`config.mk`:
```
export PLATFORM = sky130hd
export DESIGN_NAME = serial_tx_arbiter
export DESIGN_NICKNAME = d
export VERILOG_FILES = /design/src/rtl/serial_tx_arbiter.sv
export SDC_FILE = /design/constraint.sdc
export NUM_CORES = 1
export LEC_CHECK = 0
export ABC_AREA = 1
export BUFFER_PORTS_ARGS = -buffer_cell sky130_fd_sc_hd__buf_2
export CAP_MARGIN = 5
export CORE_MARGIN = 5
export CORE_UTILIZATION = 40
export CTS_BUF_LIST = sky130_fd_sc_hd__clkbuf_4 sky130_fd_sc_hd__clkbuf_8
export DETAILED_ROUTE_END_ITERATION = 7
export PLACE_DENSITY = 0.64
export SETUP_SLACK_MARGIN = 0.2
export SYNTH_ARGS = -nofsm -noshare
export SYNTH_HDL_FRONTEND = slang
export SYNTH_SLANG_ARGS = --single-unit
```
`constraint.sdc`:
```
create_clock -name clock -period 2.86 [get_ports clock]
set_clock_uncertainty 0.15 [all_clocks]
set_input_delay 0.572 -clock clock [delete_from_list [all_inputs] [get_ports clock]]
set_output_delay 0.572 -clock clock [all_outputs]
set_load 0.01 [all_outputs]
```
`src/rtl/serial_tx_arbiter.sv`:
```
// Two-requester serial transmit arbiter: round-robin grant into a small TX FIFO drained to a serial port.
// Define SERIAL_TX_ARBITER_FIXED_PRIO_EN to make requester 0 always win a tie.
module serial_tx_arbiter #(
   parameter int DATA_W     = 8,
   parameter int FIFO_DEPTH = 4
) (
   input  logic                          clock,
   input  logic                          reset,
   input  logic [DATA_W-1:0]             req0_data,
   input  logic                          req0_valid,
   output logic                          req0_ready,
   input  logic [DATA_W-1:0]             req1_data,
   input  logic                          req1_valid,
   output logic                          req1_ready,
   input  logic                          serial_ready_in,
   output logic [DATA_W-1:0]             serial_out,
   output logic                          serial_wren_out,
   output logic [$clog2(FIFO_DEPTH):0]   fifo_count,
   output logic                          busy
);

   localparam int AW = $clog2(FIFO_DEPTH);
   localparam int CW = AW + 1;
   localparam logic [CW-1:0] DEPTH_C    = CW'(FIFO_DEPTH);
   localparam logic [AW-1:0] LAST_PTR_C = AW'(FIFO_DEPTH - 1);

   logic [DATA_W-1:0] mem_q [FIFO_DEPTH];
   logic [AW-1:0]     wr_ptr_q, wr_ptr_d;
   logic [AW-1:0]     rd_ptr_q, rd_ptr_d;
   logic [CW-1:0]     count_q, count_d;
   logic [DATA_W-1:0] out_q, out_d;
   logic              wren_q, wren_d;

   logic              pick0, pick1;
   logic              not_full;
   logic              push, pop;
   logic [DATA_W-1:0] push_data;

`ifdef SERIAL_TX_ARBITER_FIXED_PRIO_EN
   always_comb begin
      pick0 = req0_valid;
      pick1 = req1_valid & ~req0_valid;
   end
`else
   // last_served_q names the requester that won the most recent accepted byte.
   logic last_served_q, last_served_d;

   always_comb begin
      pick0 = req0_valid & (~req1_valid |  last_served_q);
      pick1 = req1_valid & (~req0_valid | ~last_served_q);
   end

   always_comb begin
      last_served_d = last_served_q;
      if (req0_ready) begin
         last_served_d = 1'b0;
      end else if (req1_ready) begin
         last_served_d = 1'b1;
      end
   end

   always_ff @(posedge clock) begin
      if (reset) begin
         last_served_q <= 1'b1;
      end else begin
         last_served_q <= last_served_d;
      end
   end
`endif

   // Full is judged on the pre-pop count, so a full FIFO never accepts even while draining.
   always_comb begin
      not_full   = (count_q < DEPTH_C);
      req0_ready = pick0 & not_full & ~reset;
      req1_ready = pick1 & not_full & ~reset;
      push       = req0_ready | req1_ready;
      push_data  = req0_ready ? req0_data : req1_data;
      pop        = (count_q != '0) & serial_ready_in;
   end

   always_comb begin
      wr_ptr_d = wr_ptr_q;
      rd_ptr_d = rd_ptr_q;
      count_d  = count_q;
      out_d    = out_q;
      wren_d   = 1'b0;
      if (push) begin
         wr_ptr_d = (wr_ptr_q == LAST_PTR_C) ? '0 : wr_ptr_q + AW'(1);
      end
      if (pop) begin
         rd_ptr_d = (rd_ptr_q == LAST_PTR_C) ? '0 : rd_ptr_q + AW'(1);
         out_d    = mem_q[rd_ptr_q];
         wren_d   = 1'b1;
      end
      case ({push, pop})
         2'b10:   count_d = count_q + CW'(1);
         2'b01:   count_d = count_q - CW'(1);
         default: count_d = count_q;
      endcase
   end

   always_ff @(posedge clock) begin
      if (reset) begin
         wr_ptr_q <= '0;
         rd_ptr_q <= '0;
         count_q  <= '0;
         out_q    <= '0;
         wren_q   <= 1'b0;
      end else begin
         wr_ptr_q <= wr_ptr_d;
         rd_ptr_q <= rd_ptr_d;
         count_q  <= count_d;
         out_q    <= out_d;
         wren_q   <= wren_d;
      end
   end

   // Storage is not reset; clearing the pointers and count is enough to discard contents.
   always_ff @(posedge clock) begin
      if (push) begin
         mem_q[wr_ptr_q] <= push_data;
      end
   end

   always_comb begin
      serial_out      = out_q;
      serial_wren_out = wren_q;
      fifo_count      = count_q;
      busy            = (count_q != '0) | wren_q;
   end

endmodule

```
==> results.cfg <==
[yosys]
synth_compound_area_share_pct = 4.13
avgSynthCellArea_um2 = 8.62
yosys.area.top_type_share_pct = 42.2
synthFlopType = edfxtp_1
synthXorXnorAreaFrac_pct = 0
syn_area_mm2 = 0.00227
synth_top_family_by_area = simple AND/OR/NAND/NOR gates
muxShareOfSynthArea_pct = 0
async_reset_ff_share_pct = 0
yosysUniqueCellTypes = 20
synth_seq_cells = 49
synth_most_common_cell = nand2_1
ys_top_cells_by_area = edfxtp_1, dfxtp_1, nand2_1
ys.warnings.count = 0
ys_seq_area_share_pct = 57.2
yosysTopAreaCell = edfxtp_1
synth_edf_count = 32
netlist_instances = 264
synthAdderAreaFrac_pct = 4.18
synth_fp_nets = 292
post_synth_and_or_nand_nor_area_fraction_pct = 24.9
synth.top_cells.by_count = nand2_1, nor2_1, inv_1

[cts]
holdBufCountCts = 0
clockBufferDepth = 2
numCtsBuffers = 5
clkSlewWorstSetupHoldPaths_ps = 90
cts_tree = built
postCtsResizedCells = 0
post_cts_buffers = 0
cts-htree-levels = 2
clock_latency_ps = 300
numClockSinks = 49
root_buffer = clkbuf_8

[final_layout]
fin_nets = 335
fillerInstances = 553
antenna_cells = 0
fin_cells = 380
drive_gt1_share_pct = 20.1
area_delta_synth_final_pct = 16.2

[power]
vdd_drop_max_v = 0.000332
p_clk_share_pct = 21.8
power.leakage_nw = 1.25
seqPwrFrac_pct = 44.0
p_comb_share_pct = 34.2
p_per_area_mw_per_mm2 = 849
switchingPower_mw = 0.793
p_sw_share_pct = 35.4
internal_power_mw = 1.45

[global_route]
grt_pass1_wl_um = 7250
grt-ovfl-total = 0
antenna_found_initial = 0
grt_max_degree = 20
grt_pass1_vias = 1571
track_usage_pct = 12.7

[setup_path]
crit_chain = buf_2, nor2_1, nand3_2, buf_4, inv_2, buf_2
crit_top_cell = buf_2
required_ps = 2140
crit_path_end_kind = output port
crit_path_max_fanout = 12
crit_slowest_cell = buf_4
start_kind = input port
crit_arrival_ps = 1370
cpPeakStageDelay_ps = 190
crit_type = in2out

[timing]
report.final.hold_viol_count = 0
worst_slew_pin_slew_ps = 518
fmax_mhz = 477
drv_slew = 0
finalCritPeriodShare_pct = 73.3
relSlewSlack_pct = 65.4
setup_violations = 0
holdWs_ps = 296
setup-tns-final_ps = 0
rsz0062_at_grt = false
period_needed_ps = 2090

[detailed_routing]
drtPass1Iterations = 4
wirelength_um = 4230
ant_nets = 0
wl_per_cell_um = 11.1
drc = 0
drt-initial-drc-count = 48
vias = 1624
vias_per_cell = 4.27

[die]
dieHeight_um = 85.4
die_area_mm2 = 0.00729
die_w_um = 85.4
core-area_mm2 = 0.00551
num_rows = 27
initial_core_util_pct = 41.3
pin_count = 36

[flow_run]
max_cap_violations = 0

[placement]
hpwlAfterDp_um = 3080
numPortBuffers = 35
gp_congestion = 0.715
dp.cells = 372

[hold_path]
hold_path_class = in2reg

[run_status]
status = complete, no violations
[kinds of logic after synthesis]
group	Yosys count
AND/OR/NAND/NOR	145
buffers and inverters	45
adder cells (fa/ha/maj)	7
AO/OA/AOI/OAI	18
flip-flops	49
[placed cells by master (no fill, tap or decap)]
master | netlist | routed
nand2_1 | 75 | 75
nor2_1 | 63 | 63
buf_2 | 2 | 35
inv_1 | 33 | 33
edfxtp_1 | 32 | 32
dfxtp_1 | 17 | 17
o21ai_0 | 12 | 12
buf_4 | 2 | 9
ha_1 | 6 | 6
clkbuf_8 | 0 | 5
inv_2 | 4 | 4
a21oi_1 | 3 | 3
nand3_1 | 2 | 2
nand3_2 | 2 | 2
nor2_2 | 2 | 2
o21ai_1 | 2 | 2
or2_2 | 1 | 1
a21oi_2 | 1 | 1
fa_1 | 1 | 1
bufinv_16 | 0 | 1
clkinvlp_4 | 0 | 1
clkinv_4 | 0 | 1
[flip-flops by register name (all words and copies together), names as in the netlist]
signal	flops
last_served_q	1
rd_ptr_q	2
wr_ptr_q	2
serial_out	8
mem_q	32
serial_wren_out	1
fifo_count	3
[cell type report]
type                            count  area (µm²)  area share, %
Clock buffer                        5        68.8           2.60
Clock inverter                      3        46.3           1.75
Inverter                           37         139           5.25
Multi-Input combinational cell    170         756           28.6
Sequential cell                    49        1300           49.2
Tap cell                           72        90.1           3.41
Timing Repair Buffer               44         243           9.18
[path summary, 6_finish.rpt]
path                            slack [ps]  cells after the start     startpoint               to
worst max-delay path                   770                      6          reset       req0_ready
worst min-delay path                   300                      2          reset  serial_wren_out
worst max register to register         850                     12  fifo_count[2]    fifo_count[2]
worst min register to register         330                      1  fifo_count[0]    fifo_count[0]
[metal layers]
layer / share of wire (%) / wire length (µm) / vias up / global-route usage [%]
li1: - / - / 895 / -
met1: 47 / 2000 / 688 / 16.2
met2: 44 / 1870 / 36 / 20.3
met3: 6.5 / 276 / 5 / 3.79
met4: 1.8 / 78 / 0 / 4.75
met5: 0 / 0 / - / 0
[power by group through the flow]
stage	Combinational (mW)	Sequential [mW]	Clock [mW]
floorplan	0.597	1.00	0
global placement	0.767	1.00	0
detailed placement	0.778	1.01	0
CTS	0.783	0.991	0.511
global route	0.896	1.01	0.540
finish	0.767	0.987	0.489
[worst max-delay path, delay by kind of cell]
family	cells	cell delay, ps
simple gates	2	220
buf+inv	4	580
[stage by stage]
step	area (µm²)	util, %	setup slack [ps]	power [mW]
6_report	2640	48.0	765	2.24
5_1_grt	2640	48.0	643	2.45
4_1_cts	2640	48.0	750	2.28
3_5_place_dp	2530	45.9	544	1.78
3_3_place_gp	2530	45.9	584	1.77
2_1_floorplan	2270	-	746	1.60
Power figures use the tool's default switching activity.
